**config.mk**
```make
export PLATFORM = sky130hd
export DESIGN_NAME = fp_mult_seq
export DESIGN_NICKNAME = d
export VERILOG_FILES = /design/src/rtl/fp_mult_seq.sv
export SDC_FILE = /design/constraint.sdc
export NUM_CORES = 1
export LEC_CHECK = 0
export ABC_AREA = 1
export CAP_MARGIN = 15
export CORE_MARGIN = 4
export CORE_UTILIZATION = 46
export CTS_CLUSTER_SIZE = 20
export DETAILED_ROUTE_END_ITERATION = 12
export GPL_ROUTABILITY_DRIVEN = 0
export PLACE_DENSITY = 0.74
export SKIP_CTS_REPAIR_TIMING = 1
export SLEW_MARGIN = 20
export SYNTH_ARGS = -nofsm -noshare
export SYNTH_HDL_FRONTEND = slang
export SYNTH_SLANG_ARGS = --single-unit
```
**constraint.sdc**
```tcl
create_clock -name clk -period 10.1 [get_ports clk]
set_clock_uncertainty 0.05 [all_clocks]
set_input_delay 3.03 -clock clk [delete_from_list [all_inputs] [get_ports clk]]
set_output_delay 3.03 -clock clk [all_outputs]
set_load 0.05 [all_outputs]
```
**src/rtl/fp_mult_seq.sv**
```systemverilog
// fp_mult_seq: multicycle IEEE-754 multiplier with configurable exponent and
// fraction widths (single precision by default).
//
// The significands are multiplied by an iterative shift-add loop, one
// multiplier bit per cycle. The product is then normalised, rounded
// (round-to-nearest-even or round-toward-zero) and packed. Zero, infinity and
// NaN operands bypass the loop and are resolved when the operands are
// accepted. Subnormal inputs are flushed to zero, and no subnormal results are
// produced.
//
// Ports:
//   clk, rst              clock (rising edge) and asynchronous active-high reset
//   in_valid / in_ready   operand handshake; in_ready is high only in IDLE
//   a, b                  operands {sign, exp, frac}, 1+EXP_W+MAN_W bits wide
//   rnd_mode              0 = round-to-nearest-even, 1 = round-toward-zero
//   out_valid / out_ready result handshake with backpressure
//   result                product, held stable until it is taken
//   flags                 {invalid, overflow, underflow, inexact}
module fp_mult_seq #(
    parameter int EXP_W = 8,
    parameter int MAN_W = 23
) (
    input  logic                 clk,
    input  logic                 rst,
    input  logic                 in_valid,
    output logic                 in_ready,
    input  logic [EXP_W+MAN_W:0] a,
    input  logic [EXP_W+MAN_W:0] b,
    input  logic                 rnd_mode,
    output logic                 out_valid,
    input  logic                 out_ready,
    output logic [EXP_W+MAN_W:0] result,
    output logic [3:0]           flags
);
    localparam int W  = 1 + EXP_W + MAN_W;
    localparam int N  = MAN_W + 1;
    localparam int PW = 2 * N;
    localparam int EW = EXP_W + 2;
    localparam int CW = $clog2(N);
    localparam logic signed [EW-1:0] BIAS = EW'((1 << (EXP_W - 1)) - 1);
    localparam logic signed [EW-1:0] EMAX = EW'((1 << EXP_W) - 1);
    localparam logic [CW-1:0] CNT_LAST = CW'(MAN_W);
    localparam logic [W-1:0] QNAN = {1'b0, {EXP_W{1'b1}}, 1'b1, {(MAN_W-1){1'b0}}};

    typedef enum logic [2:0] {IDLE, MUL, NORM, ROUND, DONE} state_t;

    state_t state, state_nxt;

    logic [EXP_W-1:0] a_exp, b_exp;
    logic [MAN_W-1:0] a_frac, b_frac;
    logic a_zero, b_zero, a_inf, b_inf, a_nan, b_nan;
    logic op_sign, op_invalid, op_inf, op_special;
    logic [W-1:0] spec_res;
    logic [3:0] spec_flags;
    logic accept, mul_last, spec_load;

    logic sign_q, rnd_q;
    logic [EW-1:0] esum_q;
    logic [PW-1:0] mcand_q, prod_q;
    logic [N-1:0] mplier_q;
    logic [CW-1:0] cnt_q;
    logic [N-1:0] mant_q;
    logic guard_q, sticky_q;
    logic signed [EW-1:0] e_q;
    logic [W-1:0] spec_res_q;
    logic [3:0] spec_flags_q;

    logic [PW-1:0] prod_norm;
    logic signed [EW-1:0] e_norm;
    logic round_up;
    logic [N:0] mant_sum;
    logic signed [EW-1:0] e_fin;
    logic [MAN_W-1:0] frac_fin;
    logic inexact, ovf, unf;
    logic [W-1:0] round_res;
    logic [3:0] round_flags;

    // Classify the incoming operands. A zero exponent counts as zero, so
    // subnormals are flushed. NaN and inf*zero take priority over inf, and inf
    // takes priority over zero. A special result is fully decided here and
    // never enters the multiply loop.
    always_comb begin
        a_exp      = a[W-2:MAN_W];
        b_exp      = b[W-2:MAN_W];
        a_frac     = a[MAN_W-1:0];
        b_frac     = b[MAN_W-1:0];
        a_zero     = (a_exp == '0);
        b_zero     = (b_exp == '0);
        a_inf      = (a_exp == '1) && (a_frac == '0);
        b_inf      = (b_exp == '1) && (b_frac == '0);
        a_nan      = (a_exp == '1) && (a_frac != '0);
        b_nan      = (b_exp == '1) && (b_frac != '0);
        op_sign    = a[W-1] ^ b[W-1];
        op_invalid = a_nan | b_nan | (a_inf & b_zero) | (b_inf & a_zero);
        op_inf     = ~op_invalid & (a_inf | b_inf);
        op_special = op_invalid | op_inf | a_zero | b_zero;
        spec_res   = {op_sign, {(W-1){1'b0}}};
        spec_flags = 4'b0000;
        if (op_invalid) begin
            spec_res   = QNAN;
            spec_flags = 4'b1000;
        end else if (op_inf) begin
            spec_res = {op_sign, {EXP_W{1'b1}}, {MAN_W{1'b0}}};
        end
    end

    // Normalise and round. The product of two [1,2) significands lies in
    // [1,4). Shifting left when the top bit is clear lines the leading one up
    // at the top in both cases, so the guard and sticky bits always come from
    // the same positions. A rounding carry-out leaves the fraction at zero and
    // bumps the exponent. The overflow and underflow limits are tested on the
    // exponent after rounding.
    always_comb begin
        prod_norm = prod_q[PW-1] ? prod_q : (prod_q << 1);
        e_norm    = $signed(esum_q) - BIAS + (prod_q[PW-1] ? EW'(1) : EW'(0));
        round_up  = ~rnd_q & guard_q & (sticky_q | mant_q[0]);
        mant_sum  = {1'b0, mant_q} + {{N{1'b0}}, round_up};
        e_fin     = e_q + (mant_sum[N] ? EW'(1) : EW'(0));
        frac_fin  = mant_sum[N] ? mant_sum[MAN_W:1] : mant_sum[MAN_W-1:0];
        inexact   = guard_q | sticky_q;
        ovf       = (e_fin >= EMAX);
        unf       = e_fin[EW-1] || (e_fin == '0);
        round_res   = {sign_q, e_fin[EXP_W-1:0], frac_fin};
        round_flags = {3'b000, inexact};
        if (ovf) begin
            round_flags = 4'b0101;
            round_res   = rnd_q ? {sign_q, {(EXP_W-1){1'b1}}, 1'b0, {MAN_W{1'b1}}}
                                : {sign_q, {EXP_W{1'b1}}, {MAN_W{1'b0}}};
        end else if (unf) begin
            round_flags = 4'b0011;
            round_res   = {sign_q, {(W-1){1'b0}}};
        end
    end

    // State register. Reset abandons any operation that is in flight.
    always_ff @(posedge clk or posedge rst) begin
        if (rst) state <= IDLE;
        else     state <= state_nxt;
    end

    // Next-state logic. Special operands jump straight to DONE. DONE is left
    // only when a result is actually transferred. For a special operation,
    // out_valid is still low during the first DONE cycle.
    always_comb begin
        state_nxt = state;
        case (state)
            IDLE:    if (accept) state_nxt = op_special ? DONE : MUL;
            MUL:     if (mul_last) state_nxt = NORM;
            NORM:    state_nxt = ROUND;
            ROUND:   state_nxt = DONE;
            DONE:    if (out_valid && out_ready) state_nxt = IDLE;
            default: state_nxt = IDLE;
        endcase
    end

    // FSM outputs and control strobes. in_ready is gated by rst so that it
    // stays low for as long as reset is held.
    always_comb begin
        in_ready  = (state == IDLE) && !rst;
        accept    = in_valid && in_ready;
        mul_last  = (state == MUL) && (cnt_q == CNT_LAST);
        spec_load = (state == DONE) && !out_valid;
    end

    // Datapath registers. The multiply loop tests the multiplier LSB, adds
    // the multiplicand when that bit is set, and then shifts the multiplicand
    // left and the multiplier right. The normal path publishes its result from
    // ROUND. The special path publishes the result it staged at accept on the
    // first DONE cycle.
    always_ff @(posedge clk or posedge rst) begin
        if (rst) begin
            sign_q       <= 1'b0;
            rnd_q        <= 1'b0;
            esum_q       <= '0;
            mcand_q      <= '0;
            mplier_q     <= '0;
            prod_q       <= '0;
            cnt_q        <= '0;
            mant_q       <= '0;
            guard_q      <= 1'b0;
            sticky_q     <= 1'b0;
            e_q          <= '0;
            spec_res_q   <= '0;
            spec_flags_q <= '0;
            result       <= '0;
            flags        <= '0;
            out_valid    <= 1'b0;
        end else begin
            case (state)
                IDLE: begin
                    if (accept) begin
                        sign_q       <= op_sign;
                        rnd_q        <= rnd_mode;
                        esum_q       <= EW'(a_exp) + EW'(b_exp);
                        mcand_q      <= PW'({1'b1, a_frac});
                        mplier_q     <= {1'b1, b_frac};
                        prod_q       <= '0;
                        cnt_q        <= '0;
                        spec_res_q   <= spec_res;
                        spec_flags_q <= spec_flags;
                    end
                end
                MUL: begin
                    if (mplier_q[0]) prod_q <= prod_q + mcand_q;
                    mcand_q  <= mcand_q << 1;
                    mplier_q <= mplier_q >> 1;
                    cnt_q    <= cnt_q + 1'b1;
                end
                NORM: begin
                    mant_q   <= prod_norm[PW-1:N];
                    guard_q  <= prod_norm[N-1];
                    sticky_q <= |prod_norm[N-2:0];
                    e_q      <= e_norm;
                end
                ROUND: begin
                    result    <= round_res;
                    flags     <= round_flags;
                    out_valid <= 1'b1;
                end
                DONE: begin
                    if (spec_load) begin
                        result    <= spec_res_q;
                        flags     <= spec_flags_q;
                        out_valid <= 1'b1;
                    end else if (out_ready) begin
                        out_valid <= 1'b0;
                    end
                end
                default: ;
            endcase
        end
    end
endmodule
```
==> out/results.ini <==
[clock_network]
h-tree-depth=1
root_buffer=clkbuf_16
numClockSinks=215
clk_pin_slew_ns=0.06
cts_tree=yes
cts_buffers=25
clock_latency_ns=0.54
ctsLongestPathBuffers=3

[die]
die_height_um=186
coreArea_um2=31000
die-area_um2=34700
initial_core_util_pct=47.1
ios=107
core.rowCount=64
die_x_um=186

[sta]
worst_pin_slew_ns=1.08
maxSlewViolCount=0
setup_tns_ns=0
period_minus_slack_ns=7.64
clock.fmax_ghz=0.131
setup_viol=0
finalHoldViolations=0
hold-worst-slack_ns=0.426
rsz0062_at_grt=no
relSlewSlack_pct=28.2
fin_crit_sh_pct=75.7

[placement]
placed_cells=2617
port-buffer-count=106
postPlaceCellArea_um2=15900
place_hpwl_mm=29.8

[run]
cap_violations=0

[detailed_routing]
vias=14300
firstDrtPassIters=6
drtIter0Drc=1135
drc=0
ant_nets=0
via_per_inst=5.37
drt-total-wl_mm=39.2
post_drt_wl_per_cell_um=14.8

[synthesis]
syn_nets=2301
synthCells=2168
synth_largest_area_cell=dfrtp_1
ys_ff_latch=215
synth.distinct_cells=45
synth-seq-area-share_pct=36.8
yosys-top-cells-count=693 x nand2_1, 336 x inv_1, 215 x dfrtp_1
synth.avg_cell_area_um2=6.74
yosysWarnings=0
netlist_area_um2=14600
synth_most_common_cell=nand2_1
synth_top_area_share_pct=36.8
synth-async-reset-ratio_pct=100
yosys-top-cells-area=dfrtp_1 37%, nand2_1 18%, inv_1 8.6%, o21ai_0 5.7%, ha_1 5.3%
synth_enable_flop_cells=0
synth_flop_cell=dfrtp_1

[layout]
final_area_um2=16900
diodes=0
synthToLayoutAreaGrowth_pct=15.4
fin_cells=2659
nets=2381
drive_above_1_share_pct=3.76

[power_and_ir_drop]
total_power_w=0.00517
p_per_area_nw_per_um2=307
p_leak_nw=8.58
peakVddDrop_mv=0.226

[setup_path]
path_class=primary input to output pin
crit_path_end_kind=output pin
startpoint_type=primary input
critPathMaxFanout=2
arrival_ns=4.56
critPathRequiredTime_ns=7.02

[grt]
grt_pass1_vias=13200
grt.overflow.total=0
track_usage_pct=22.1
antenna_found_initial=0
grt_max_degree=138
grt_first_pass_wirelength_mm=64.1

[hold_path]
worstHoldPathType=flip-flop to flip-flop

[status]
outcome=finished, final reports clean

## flip-flops by register name (all words and copies together) (netlist names)
name / flops
result: 32
state: 3
mcand_q: 48
cnt_q: 5
sign_q: 1
prod_q: 48
e_q: 10
spec_res_q: 3
guard_q: 1
flags: 4
mant_q: 24
sticky_q: 1
rnd_q: 1
esum_q: 9
mplier_q: 24
out_valid: 1
## power by group
group / internal (W) / switching [W]
sequential: 0.00123 / 0.000273
combinational: 0.000853 / 0.00181
clock: 0.000645 / 0.000369
## per-layer routing
layer | wire [µm] | vias up | GRT usage [%]
met5 | 0 | - | 0
met4 | 1120 | 0 | 5.97
met3 | 2420 | 68 | 2.61
met2 | 18000 | 442 | 36.6
met1 | 17700 | 6615 | 31.1
li1 | - | 7142 | -
## stage by stage
step	setup WS, ns	util (%)
after floorplan	1.14	-
after global placement	2.45	51.4
after detailed placement	2.45	51.4
after CTS	2.45	54.4
after global routing	2.42	54.4
final	2.46	54.4
## cell families after synthesis
| kind of cell | count (synthesis) | synth area share (%) |
|---|---|---|
| AOI/OAI and AO/OA | 383 | 15.2 |
| xor gates and xnor gates | 25 | 1.50 |
| adders and majority gates | 64 | 5.58 |
| buffers and inverters | 407 | 10.9 |
| DFF | 215 | 36.8 |
| and+or+nand+nor | 1074 | 30.0 |
## layout make-up
type / count / area [µm²]
Clock buffer: 28 / 657
Clock inverter: 14 / 263
Fill cell: 2989 / 14100
Inverter: 349 / 1320
Multi-Input combinational cell: 1546 / 7650
Sequential cell: 215 / 5380
Tap cell: 396 / 495
Timing Repair Buffer: 111 / 1100
## cell usage in the layout, fill, tap and decap left out, types with 5 or more instances in the layout
cell type        count
o21ai_0            165
bufinv_16            7
inv_1              335
nor4_1               9
xnor2_1              7
a31oi_1              5
clkbuf_16           25
nor2_2               5
nand2_1            692
nand2_2              5
nor3_1              24
o211ai_1            49
inv_2               12
a21oi_1             75
ha_1                62
clkdlybuf4s50_1    106
o22ai_1             44
nand3_1             86
o21bai_1             8
o21ai_1              7
nand4_1             39
o31ai_1             15
xor2_1              18
buf_4                5
or2_2                7
dfrtp_1            215
nor2_1             194
## worst max-delay path, stage by stage
cell and delay, ns:
clkdlybuf4s50_1 0.52, nor2_2 0.19, clkdlybuf4s50_1 0.82
## path summary, 6_finish.rpt
| check | start | endpoint | slack [ns] | cells past startpoint |
|---|---|---|---|---|
| hold reg to reg | result[5] | result[5] | 0.43 | 2 |
| max in group asynchronous | rst | result[17] | 5.40 | 3 |
| min in group asynchronous | rst | mplier_q[18] | 3.10 | 2 |
| setup / recovery | rst | in_ready | 2.46 | 3 |
| setup reg to reg | guard_q | result[25] | 5.54 | 25 |
| hold / removal | result[5] | result[5] | 0.43 | 2 |
(Power assumes the default switching activity.)
